[src/rtl/dm_arb_pkg.sv]
// dm_arb_pkg - shared types and defaults for the data-memory port arbiter.
//   arb_state_e : arbiter FSM states (IDLE, CPU_OWN, EXT_OWN)
//   owner_e     : requester identity used for last_owner and read-return tag
//   DM_ARB_*    : default parameter values
//   owner_of()  : maps an owning state to its requester
package dm_arb_pkg;

  typedef enum logic [1:0] {
    IDLE    = 2'd0,
    CPU_OWN = 2'd1,
    EXT_OWN = 2'd2
  } arb_state_e;

  typedef enum logic {
    OWN_CPU = 1'b0,
    OWN_EXT = 1'b1
  } owner_e;

  localparam int DM_ARB_DATA_W     = 16;
  localparam int DM_ARB_ADDR_W     = 8;
  localparam int DM_ARB_MAX_BURST  = 4;
  localparam int DM_ARB_PROT_LIMIT = 16;

  // Only meaningful for the two owning states; IDLE maps to CPU.
  function automatic owner_e owner_of(input arb_state_e st);
    owner_e own;
    case (st)
      EXT_OWN: own = OWN_EXT;
      CPU_OWN: own = OWN_CPU;
      default: own = OWN_CPU;
    endcase
    return own;
  endfunction

endpackage

[src/rtl/dm_arb_burst_ctr.sv]
// dm_arb_burst_ctr - counts accesses made during one ownership period.
//   clk, rst  : clock, asynchronous active-low reset
//   clr       : clear the count (owner change / IDLE)
//   inc       : one access performed this cycle
//   limit_hit : this access is the MAX_BURST-th of the current run
// The count returns to zero on a limit hit, whether or not ownership moves,
// so an uncontested owner starts a fresh run of MAX_BURST accesses.
module dm_arb_burst_ctr #(
  parameter  int MAX_BURST = 4,
  localparam int CNT_W     = $clog2(MAX_BURST + 1)
) (
  input  logic clk,
  input  logic rst,
  input  logic clr,
  input  logic inc,
  output logic limit_hit
);

  logic [CNT_W-1:0] cnt_r;

  assign limit_hit = inc && (cnt_r == CNT_W'(MAX_BURST - 1));

  // Access counter: clear, wrap on limit, otherwise count accesses.
  always_ff @(posedge clk or negedge rst) begin
    if (!rst) begin
      cnt_r <= '0;
    end else if (clr || limit_hit) begin
      cnt_r <= '0;
    end else if (inc) begin
      cnt_r <= cnt_r + CNT_W'(1);
    end else begin
      cnt_r <= cnt_r;
    end
  end

endmodule

[src/rtl/dm_port_arbiter.sv]
// dm_port_arbiter - shares one synchronous data memory between the CPU and
// an external loader/debug master.
//   clk, rst                         : clock, asynchronous active-low reset
//   cpu_req/we/addr/wdata            : CPU request (held until served)
//   cpu_gnt/rdata/rvalid             : CPU access strobe and read return
//   ext_req/we/addr/wdata            : EXT request (held until served)
//   ext_gnt/rdata/rvalid             : EXT access strobe and read return
//   mem_en/we/addr/wdata, mem_rdata  : memory macro port (1-cycle read latency)
//   ext_err                          : only with DM_ARB_WR_PROTECT_EN; pulses the
//                                      cycle after a blocked EXT write below
//                                      PROT_LIMIT
// Round-robin on contention, forced handoff after MAX_BURST accesses while
// the other side waits, read data steered back by a registered tag.
module dm_port_arbiter
  import dm_arb_pkg::*;
#(
  parameter int DATA_W     = DM_ARB_DATA_W,
  parameter int ADDR_W     = DM_ARB_ADDR_W,
  parameter int MAX_BURST  = DM_ARB_MAX_BURST,
  parameter int PROT_LIMIT = DM_ARB_PROT_LIMIT
) (
  input  logic              clk,
  input  logic              rst,
  input  logic              cpu_req,
  input  logic              cpu_we,
  input  logic [ADDR_W-1:0] cpu_addr,
  input  logic [DATA_W-1:0] cpu_wdata,
  output logic              cpu_gnt,
  output logic [DATA_W-1:0] cpu_rdata,
  output logic              cpu_rvalid,
  input  logic              ext_req,
  input  logic              ext_we,
  input  logic [ADDR_W-1:0] ext_addr,
  input  logic [DATA_W-1:0] ext_wdata,
  output logic              ext_gnt,
  output logic [DATA_W-1:0] ext_rdata,
  output logic              ext_rvalid,
  output logic              mem_en,
  output logic              mem_we,
  output logic [ADDR_W-1:0] mem_addr,
  output logic [DATA_W-1:0] mem_wdata,
  input  logic [DATA_W-1:0] mem_rdata
`ifdef DM_ARB_WR_PROTECT_EN
  ,
  output logic              ext_err
`endif
);

  arb_state_e        state_r, state_s;
  owner_e            last_owner_r;
  owner_e            tag_r;
  logic              pend_r;
  logic [DATA_W-1:0] cpu_rdata_r, ext_rdata_r;
  logic              acc_s, clr_s, limit_hit_s;
`ifdef DM_ARB_WR_PROTECT_EN
  logic              blk_s, err_r;
`endif

  dm_arb_burst_ctr #(.MAX_BURST(MAX_BURST)) u_burst_ctr (
    .clk       (clk),
    .rst       (rst),
    .clr       (clr_s),
    .inc       (acc_s),
    .limit_hit (limit_hit_s)
  );

  // Next-state, grant and memory-port mux.
  always_comb begin
    state_s   = state_r;
    cpu_gnt   = 1'b0;
    ext_gnt   = 1'b0;
    mem_en    = 1'b0;
    mem_we    = 1'b0;
    mem_addr  = '0;
    mem_wdata = '0;
    acc_s     = 1'b0;
    clr_s     = 1'b0;
`ifdef DM_ARB_WR_PROTECT_EN
    blk_s     = 1'b0;
`endif
    case (state_r)
      IDLE: begin
        clr_s = 1'b1;
        if (cpu_req && ext_req) begin
          state_s = (last_owner_r == OWN_EXT) ? CPU_OWN : EXT_OWN;
        end else if (cpu_req) begin
          state_s = CPU_OWN;
        end else if (ext_req) begin
          state_s = EXT_OWN;
        end else begin
          state_s = IDLE;
        end
      end
      CPU_OWN: begin
        mem_we    = cpu_we;
        mem_addr  = cpu_addr;
        mem_wdata = cpu_wdata;
        if (cpu_req) begin
          cpu_gnt = 1'b1;
          mem_en  = 1'b1;
          acc_s   = 1'b1;
          if (limit_hit_s && ext_req) begin
            state_s = EXT_OWN;
            clr_s   = 1'b1;
          end else begin
            state_s = CPU_OWN;
          end
        end else begin
          clr_s   = 1'b1;
          state_s = ext_req ? EXT_OWN : IDLE;
        end
      end
      EXT_OWN: begin
        mem_we    = ext_we;
        mem_addr  = ext_addr;
        mem_wdata = ext_wdata;
        if (ext_req) begin
          ext_gnt = 1'b1;
          mem_en  = 1'b1;
          acc_s   = 1'b1;
`ifdef DM_ARB_WR_PROTECT_EN
          // Blocked writes are still granted and still consume burst budget.
          if (ext_we && (int'(ext_addr) < PROT_LIMIT)) begin
            blk_s  = 1'b1;
            mem_en = 1'b0;
            mem_we = 1'b0;
          end else begin
            blk_s  = 1'b0;
          end
`endif
          if (limit_hit_s && cpu_req) begin
            state_s = CPU_OWN;
            clr_s   = 1'b1;
          end else begin
            state_s = EXT_OWN;
          end
        end else begin
          clr_s   = 1'b1;
          state_s = cpu_req ? CPU_OWN : IDLE;
        end
      end
      default: begin
        state_s = IDLE;
        clr_s   = 1'b1;
      end
    endcase
  end

  // State register and round-robin history.
  always_ff @(posedge clk or negedge rst) begin
    if (!rst) begin
      state_r      <= IDLE;
      last_owner_r <= OWN_EXT;
    end else begin
      state_r <= state_s;
      if ((state_s != IDLE) && (state_s != state_r)) begin
        last_owner_r <= owner_of(state_s);
      end else begin
        last_owner_r <= last_owner_r;
      end
    end
  end

  // Read-return tag: remembers who issued the read so the data follows the
  // issuer even if ownership has already moved on.
  always_ff @(posedge clk or negedge rst) begin
    if (!rst) begin
      pend_r <= 1'b0;
      tag_r  <= OWN_CPU;
    end else begin
      pend_r <= mem_en && !mem_we;
      tag_r  <= owner_of(state_r);
    end
  end

  // Per-side read data holding registers.
  always_ff @(posedge clk or negedge rst) begin
    if (!rst) begin
      cpu_rdata_r <= '0;
      ext_rdata_r <= '0;
    end else begin
      if (cpu_rvalid) begin
        cpu_rdata_r <= mem_rdata;
      end else begin
        cpu_rdata_r <= cpu_rdata_r;
      end
      if (ext_rvalid) begin
        ext_rdata_r <= mem_rdata;
      end else begin
        ext_rdata_r <= ext_rdata_r;
      end
    end
  end

  assign cpu_rvalid = pend_r && (tag_r == OWN_CPU);
  assign ext_rvalid = pend_r && (tag_r == OWN_EXT);
  assign cpu_rdata  = cpu_rvalid ? mem_rdata : cpu_rdata_r;
  assign ext_rdata  = ext_rvalid ? mem_rdata : ext_rdata_r;

`ifdef DM_ARB_WR_PROTECT_EN
  // One-cycle error pulse following a blocked EXT write.
  always_ff @(posedge clk or negedge rst) begin
    if (!rst) begin
      err_r <= 1'b0;
    end else begin
      err_r <= blk_s;
    end
  end

  assign ext_err = err_r;
`endif

endmodule

[config.mk]
export PLATFORM = sky130hd
export DESIGN_NAME = dm_port_arbiter
export DESIGN_NICKNAME = d
export VERILOG_FILES = /design/src/rtl/dm_arb_pkg.sv /design/src/rtl/dm_arb_burst_ctr.sv /design/src/rtl/dm_port_arbiter.sv
export SDC_FILE = /design/constraint.sdc
export NUM_CORES = 1
export LEC_CHECK = 0
export CORE_MARGIN = 2
export CORE_UTILIZATION = 40
export CTS_CLUSTER_SIZE = 25
export DETAILED_ROUTE_END_ITERATION = 16
export PLACE_DENSITY_LB_ADDON = 0.3
export SETUP_SLACK_MARGIN = 0.4
export SYNTH_ARGS = -nofsm -noshare
export SYNTH_HDL_FRONTEND = slang
export SYNTH_SLANG_ARGS = --single-unit
[constraint.sdc]
create_clock -name clk -period 5.8 [get_ports clk]
set_input_delay 0.87 -clock clk [delete_from_list [all_inputs] [get_ports clk]]
set_output_delay 0.87 -clock clk [all_outputs]
set_load 0.005 [all_outputs]
== Yosys cells after proc, flatten, opt, wreduce, memory -nomap -nowiden ==
Cells that the tools add are included.

* Word-level logic and storage cells: 56
* Output and inout port bits: 62
* Register bits: 40
* Input port bits: 70

* $add $sub $neg: 1
* Equality and inequality tests: 5
* Reductions and logical operators: 13
* Bitwise logic cells: 1
* Multiplexer cells: 29

{| class="wikitable"
|+ Operators with widths
! operator !! number
|-
| $mux W16 || 2
|-
| $pmux W16 S2 || 1
|-
| $mux W2 || 8
|-
| $pmux W8 S2 || 1
|-
| $mux W1 || 11
|-
| $logic_and A1 B1 Y1 || 8
|-
| $mux W3 || 2
|-
| $pmux W1 S2 || 3
|-
| $pmux W2 S3 || 1
|-
| $eq A2 B2 Y1 const B || 2
|-
| $reduce_bool A2 Y1 || 2
|-
| $add A3 B1 Y3 const B || 1
|-
| $eq A3 B2 Y1 const B || 1
|-
| $eq A2 B1 Y1 const B || 1
|-
| $logic_not A2 Y1 || 1
|-
| $ne A2 B2 Y1 || 1
|-
| $logic_not A1 Y1 || 1
|-
| $logic_or A1 B1 Y1 || 1
|-
| $not A1 Y1 || 1
|}

== Longest topological paths before layout ==
Gate-level depths: netlist of the first run.

* Word-level depth: 9
* Depth in mapped cells: 8

== Hierarchy ==
Synthesis of the first run repeated with hierarchy kept, for this count alone.

* Cell total of the unflattened synthesis: 184
* Area total of the unflattened synthesis: 2159.6 um^2

{| class="wikitable"
|+ Modules (own cells, without submodules)
! module !! instances !! area an instance (um^2) !! cells an instance !! sequential area each (um^2)
|-
| dm_port_arbiter || 1 || 1991.9 || 169 || 927.1
|-
| dm_arb_burst_ctr || 1 || 167.7 || 15 || 75.1
|}

== Worst setup path before layout of the first run ==
No wires, ideal clock.

* Kind: in2out
* Start point: in ext_req
* End point: out mem_en
* Slack: 3.388 ns
* Cell stages on the path: 4
* Arrival: 1.542 ns
* Path buffers: 1
* Cells stage by stage: and2_1 or2_0 clkbuf_1 and2_1

* Cells in the longest elaborated chain, start to end: 2

{| class="wikitable"
|+ RTL lines
! element !! line !! source
|-
| start: declaration || dm_port_arbiter.sv:31 || <nowiki>input logic ext_req,</nowiki>
|-
| $mux W1 || dm_port_arbiter.sv:117 || <nowiki>if (ext_req) begin</nowiki>
|-
| $pmux W1 S2 || dm_port_arbiter.sv:81 || <nowiki>case (state_r)</nowiki>
|-
| end: declaration || dm_port_arbiter.sv:38 || <nowiki>output logic mem_en,</nowiki>
|}

No other way between the ends.

== Worst setup path in the final report of the first run ==
* Start point: reg state_r[0]
* End point: out mem_en

* Cells in the longest elaborated chain, start to end: 2
* Elaborated cells between the ends (all ways): 3
* Those cells by class: eq/ne: 2; mux: 1

{| class="wikitable"
|+ RTL lines
! element !! line !! source
|-
| start: declaration || dm_port_arbiter.sv:49 || <nowiki>arb_state_e state_r, state_s;</nowiki>
|-
| start signal: assignment || dm_port_arbiter.sv:155 || <nowiki>state_r <= state_s;</nowiki>
|-
| $eq A2 B2 Y1 / $eq A2 B1 Y1 (equally long branches) || dm_port_arbiter.sv:81 ||
|-
| $pmux W1 S2 (*) || dm_port_arbiter.sv:81 ||
|}

Every way passes the cells marked *; elsewhere a longest branch is shown, timed or not.

==> flow_summary_export.csv, run 1 <==
group,metric,value,unit
cts,ctsResizeCount,0,
global_routing,gr-total-overflow,0,
global_routing,first_global_vias,1948,
timing,hold_violations,0,
global_routing,grt_max_degree,41,
synth,ys_seq_elements,40,
critical_path,crit_path_start_kind,"flip-flop",
synth,synth.yosys.seq_area_share,47.8,%
floorplan,floorplan.io_pins,132,
drt,drt-wirelength-per-cell,14.6,um
layout,regArea,1000,um^2
timing,finalMaxSlewViolations,0,
synth,syn-mean-instance-area,11.5,um^2
global_routing,grt_first_pass_wirelength,9.23,mm
cts,cts_htree_levels,2,
synth,post-synth-top-count-cell,"dfrtp_1",
global_routing,gr_usage_total,19.7,%
synth,post_synth_mux_area_share,18.4,%
placement,numPlacedInstances,370,
timing,timing.fmax,0.259,GHz
synth,async_reset_ff_share,100,%
synth,synth_top_family_by_area,"multiplexers",
cts,worstSkewPairLatency,0.29,ns
critical_path,setup.worst_path.class,"reg2out",
timing,worst_pin_slew,1.11,ns
drt,ant_nets,0,
synth,postSynthNetCount,258,
pwr,areal_power_density_over_the_cells,495,nW/um^2
run,max-cap-violations,0,
critical_path,worstPathMaxFanout,32,
drt,drc,0,
timing,final.period_utilization,66.6,%
layout,antennaDiodeCount,0,
synth,ys.flop_type,"dfrtp_1",
critical_path,worstPathArrival,2.99,ns
synth,synthesized_area_fraction_occupied_by_xor_and_xnor_cells,0.418,%
layout,post_route_cells_drive_above_1_share,15.9,%
critical_path,timing.critical_path.slowest_stage_cell,"ha_1",
synth,synth-adder-area-share,3.58,%
synth,most_instantiated_cells_after_synthesis,"dfrtp_1 (39), mux2_2 (32), nor2b_1 (26)",
drt,dr.first_iter.drc_count,90,
placement,dp_hpwl,4.17,mm
placement,io_buf_count,131,
synth,synth-warning-count,0,
floorplan,row_count,26,
floorplan,die_height,76.4,um
cts,clk_pin_slew,0.08,ns
critical_path,required_time_reported_for_the_critical_path_endpoint,4.93,ns
critical_path,timing.critical_path.mode_cell,"and2_1",
floorplan,die-area,5840,um^2
global_routing,antenna_violations_before_repair,0,
drt,vias_per_cell,4.94,
drt,detail_route.first_pass.iterations,4,
cts,cts-buffers-inserted,5,
critical_path,worstRegToRegCells,7,
run_status,outcome,"finished clean",
cts,post-cts-setup-buffer-count,0,
timing,setup_viol_count_final,0,
pwr,leakagePower,1.40,nW
critical_path,worstPathCellList,"inv_1 > ha_1 > and2_1 > or2_0 > and2_1 > clkdlybuf4s50_1",
cts,cts_root_buffer,"clkbuf_8",
synth,synth_compound_area_share,12.8,%
timing,grt_setup_unrepaired,"no",
synth,synth.top_cells.by_area,"dfrtp_1 (47%), mux2_2 (17%), a22oi_1 (8.9%)",
drt,totalWireLength,5.53,mm
timing,fin_tns_setup,0,ns
layout,multi_input_area,1020,um^2
cts,tritoncts_num_sinks,40,
min_path,hold-path-cell-count,1,
synth,yosys.area.top_type_share,46.5,%
pwr,vdd_drop_max,0.000231,V
synth,synth_edf_count,0,
synth,synth.distinct_cells,30,
layout,nNetsFinal,383,
timing,final_period_minus_worst_setup_slack,3.86,ns
synth,yosysTopAreaCell,"dfrtp_1",
layout,areaGrowthSynthToFinish,69.4,%
floorplan,coreArea,5070,um^2
cts,post_cts_hold_buffers,0,
layout,final.fill_count,414,
synth,synth_simple_gate_area_share,13.5,%
min_path,holdCritPathClass,"reg2reg",
timing,timing.max_slew.rel_slack,25.8,%
critical_path,cpPeakStageDelay,0.90,ns
drt,num_vias,1869,
synth,synthesized_netlist_cell_count,182,
cts,tritoncts,"built",
layout,layout_cells_excl_fill,378,
synth,syn-cell-area,2100,um^2
placement,gpl.final_weighted_congestion,0.697,
floorplan,initial_utilization,41.3,%
critical_path,worstSetupEndpointType,"primary output",
cts,clockBufferDepth,2,
timing,worst_clock_skew,0.00497,ns
floorplan,die_width,76.4,um
-- routing by layer --
layer  wire, um  track usage (%)
met2       2820             35.4
met3        419             5.33
met5          0                0
met1       2220             22.8
met4         62             6.00
-- flip-flops by register name, indices dropped and copies added, names as in the netlist --
| register | count |
|---|---|
| last_owner_r | 1 |
| ext_rdata_r | 16 |
| tag_r | 1 |
| pend_r | 1 |
| u_burst_ctr.cnt_r | 3 |
| state_r | 2 |
| cpu_rdata_r | 16 |
-- layout by cell type (no fill, tap or decap), types with 3 or more instances in the layout --
master / netlist / layout
inv_1: 6 / 6
dfrtp_1: 39 / 39
mux2_2: 32 / 32
clkbuf_8: 0 / 5
nor2b_1: 26 / 25
clkdlybuf4s50_1: 0 / 130
ha_1: 6 / 6
a22oi_1: 25 / 25
and2_1: 3 / 3
nand2_1: 8 / 8
nor2_1: 3 / 3
-- cell type report --
class / count / area share (%)
clock inverter: 3 / 1.20
multi-input combinational: 123 / 28.8
tap: 70 / 2.47
timing repair buffer: 131 / 36.8
inverter: 6 / 0.634
clock buffer: 5 / 1.94
sequential: 40 / 28.2
-- worst max-delay path, delay by kind of cell (launching register included) --
kind	cells	cell delay, ns
DFF	1	0.43
buffers and inverters	2	0.62
adders and majority gates	1	0.90
and+or+nand+nor	3	0.74
-- final timing paths --
kind	startpoint	end	slack (ns)
worst max-delay path	state_r[0]	mem_en	1.94
worst min-delay path	ext_rdata_r[11]	ext_rdata_r[11]	0.50
worst max register to register	state_r[1]	last_owner_r	3.08
worst min register to register	ext_rdata_r[11]	ext_rdata_r[11]	0.50
max in group asynchronous	rst	cpu_rdata_r[12]	4.59
min in group asynchronous	rst	cpu_rdata_r[2]	0.68
-- stage by stage --
step	setup WS, ns	hold slack, ns	cell area (um^2)	utilization [%]	power (mW)
finish	1.94	0.499	3550	70.0	1.76
global route	1.76	0.517	3550	70.0	1.88
CTS	1.92	0.503	3550	70.0	1.78
detailed placement	2.27	0.485	3440	67.8	1.56
global placement	2.34	0.477	3440	67.8	1.53
floorplan	3.39	0.485	2100	-	0.999
-- cell families (layout without fill, tap and decap cells) --
kind of cell             Yosys count  after routing
AND/OR/NAND/NOR                   48             48
flip-flops                        40             40
AO/OA/AOI/OAI                     34             34
multiplexers                      34             34
buffers and inverters             19            145
adder cells (fa/ha/maj)            6              6
XOR/XNOR                           1              1
-- power breakdown --
part | total, mW | switching (mW) | internal [mW]
clock network | 0.223 | 0.0958 | 0.127
logic | 1.07 | 0.417 | 0.655
registers | 0.465 | 0.0487 | 0.417
total | 1.76 | 0.561 | 1.20
(Power assumes the default switching activity.)
==> inputs of run 2 (changes only) <==
Settings changed: CORE_UTILIZATION 40 to 37.
Clock period 5.8 ns to 3.9 ns, I/O delays scaled along.
==> run 2 against run 1 <==
Final cell count grew 1.1%. Sequential share of layout area grew 0.10 points. Via count shrank 1.1%. Critical path depth shrank 2. Clock power grew 13%. Register-to-register slack lost 1.8 ns. Sequential power grew 50%. Hold slack lost 0.097 ns. Total power grew 44%. First-iteration DRC count shrank 37%. Highest routed layer unchanged.
==> flow_summary_export.csv, run 2 (synthesis results as in run 1) <==
group,metric,value,unit
floorplan,coreArea,5510,um^2
cts,cts_htree_levels,2,
critical_path,rr_startpoint,"state_r[1]",
drt,vias_per_cell,4.84,
critical_path,required_time_reported_for_the_critical_path_endpoint,3.31,ns
timing,final.period_utilization,74.2,%
timing,hold_violations,0,
floorplan,floorplan.io_pins,132,
layout,post_route_cells_drive_above_1_share,15.8,%
cts,post_cts_hold_buffers,0,
critical_path,setup.worst_path.class,"reg2out",
critical_path,worstPathArrival,2.31,ns
layout,largestRegisters,"cpu_rdata_r (16), ext_rdata_r (16), u_burst_ctr.cnt_r (3)",
drt,detail_route.first_pass.iterations,4,
critical_path,crit_path_max_delay_family,"adder cells",
floorplan,initial_utilization,38.1,%
placement,io_buf_count,131,
critical_path,worstPathCellList,"inv_1 > ha_1 > nor2b_1 > clkdlybuf4s50_1",
critical_path,setup.worst_path.start,"state_r[1]",
critical_path,worst-path-buf-inv,2,
critical_path,worstSetupEndpointType,"primary output",
critical_path,worstPathMaxFanout,30,
global_routing,grt_first_pass_wirelength,8.45,mm
critical_path,cpPeakStageDelay,0.73,ns
pwr,leakagePower,1.40,nW
layout,antennaDiodeCount,0,
pwr,areal_power_density_over_the_cells,717,nW/um^2
floorplan,die_height,79.3,um
cts,clockBufferDepth,2,
cts,tritoncts,"built",
timing,final_period_minus_worst_setup_slack,2.89,ns
timing,grt_setup_unrepaired,"no",
floorplan,die-area,6290,um^2
critical_path,crit_path_start_kind,"flip-flop",
cts,worstSkewPairLatency,0.28,ns
drt,drt-wirelength-per-cell,13.9,um
layout,layout_cells_excl_fill,382,
floorplan,die_width,79.3,um
min_path,holdCritPathClass,"in2async",
critical_path,timing.critical_path.slowest_stage_cell,"ha_1",
placement,dp_hpwl,4.06,mm
global_routing,antenna_violations_before_repair,0,
layout,leading_cell_types_in_the_layout_fill_and_taps_excluded,"clkdlybuf4s50_1 (130), dfrtp_1 (39), mux2_2 (32), a22oi_1 (25), nor2b_1 (25)",
cts,ctsResizeCount,0,
global_routing,gr-total-overflow,0,
timing,worst_clock_skew,0.00986,ns
timing,fin_tns_setup,0,ns
pwr,vdd_drop_max,0.000425,V
timing,timing.fmax,0.346,GHz
placement,numPlacedInstances,374,
cts,tritoncts_num_sinks,40,
timing,worst_pin_slew,0.862,ns
layout,areaGrowthSynthToFinish,68.8,%
global_routing,gr_usage_total,17.0,%
drt,dr.first_iter.drc_count,57,
cts,cts-buffers-inserted,5,
cts,post-cts-setup-buffer-count,0,
layout,final.fill_count,458,
drt,totalWireLength,5.31,mm
timing,finalMaxSlewViolations,0,
cts,cts_root_buffer,"clkbuf_8",
drt,num_vias,1848,
timing,setup_viol_count_final,0,
global_routing,first_global_vias,1888,
timing,timing.max_slew.rel_slack,42.3,%
run_status,outcome,"finished clean",
run,max-cap-violations,0,
cts,clk_pin_slew,0.07,ns
placement,gpl.final_weighted_congestion,0.860,
global_routing,grt_max_degree,41,
drt,ant_nets,0,
drt,drc,0,
layout,final_common_cell,"clkdlybuf4s50_1",
layout,nNetsFinal,385,
floorplan,row_count,27,
==> run 2: path summary, 6_finish.rpt <==
check,cells after the start,slack (ns),endpoint
worst min register to register,1,0.50,ext_rdata_r[15]
worst min-delay path,1,0.40,ext_rdata_r[15]
worst max register to register,7,1.28,last_owner_r
max in group asynchronous,1,2.96,cpu_rdata_r[8]
worst max-delay path,4,1.01,mem_addr[4]
min in group clk,1,0.50,ext_rdata_r[15]
==> run 2: per-layer routing <==
metal	vias up	track usage (%)	share of wire [%]
met3	4	6.02	11
met1	846	20.0	40
li1	895	-	-
met2	103	28.1	48
met4	0	6.90	1.2
met5	-	0	0
==> run 2: stage by stage <==
stage                     hold slack (ns)  util (%)  instance area [um^2]  worst slack, ns  power (mW)
after floorplan                     0.289         -                  2100             1.88        1.49
after global placement              0.477      62.8                  3460             1.07        2.28
after detailed placement            0.484      62.8                  3460             1.04        2.32
after CTS                           0.428      64.3                  3540            0.962        2.58
after global routing                0.487      64.3                  3540            0.817        2.74
final                               0.402      64.3                  3540             1.01        2.54
==> run 2: worst register-to-register path, cell delays in order, from the launching register on <==
cell and delay [ns]:
dfrtp_1 0.45, inv_1 0.09, ha_1 0.73, nand2_1 0.21
a2111oi_2 0.46, nor4b_2 0.13, mux2_4 0.31, o221ai_2 0.15
==> run 2: layout make-up <==
cell class	count	area, um^2	area share (%)
clock inverter	1	5.00	0.141
sequential	40	1000	28.3
multi-input combinational	123	1020	28.9
tap	72	90.1	2.55
timing repair buffer	133	1320	37.3
clock buffer	7	76.3	2.16
inverter	6	22.5	0.636
==> run 2: report_power, final <==
group          switching (mW)  internal [mW]  total, mW  leakage (nW)
combinational           0.612          0.978       1.59         0.875
sequential             0.0755          0.620      0.696         0.484
clock                   0.128          0.125      0.253        0.0422
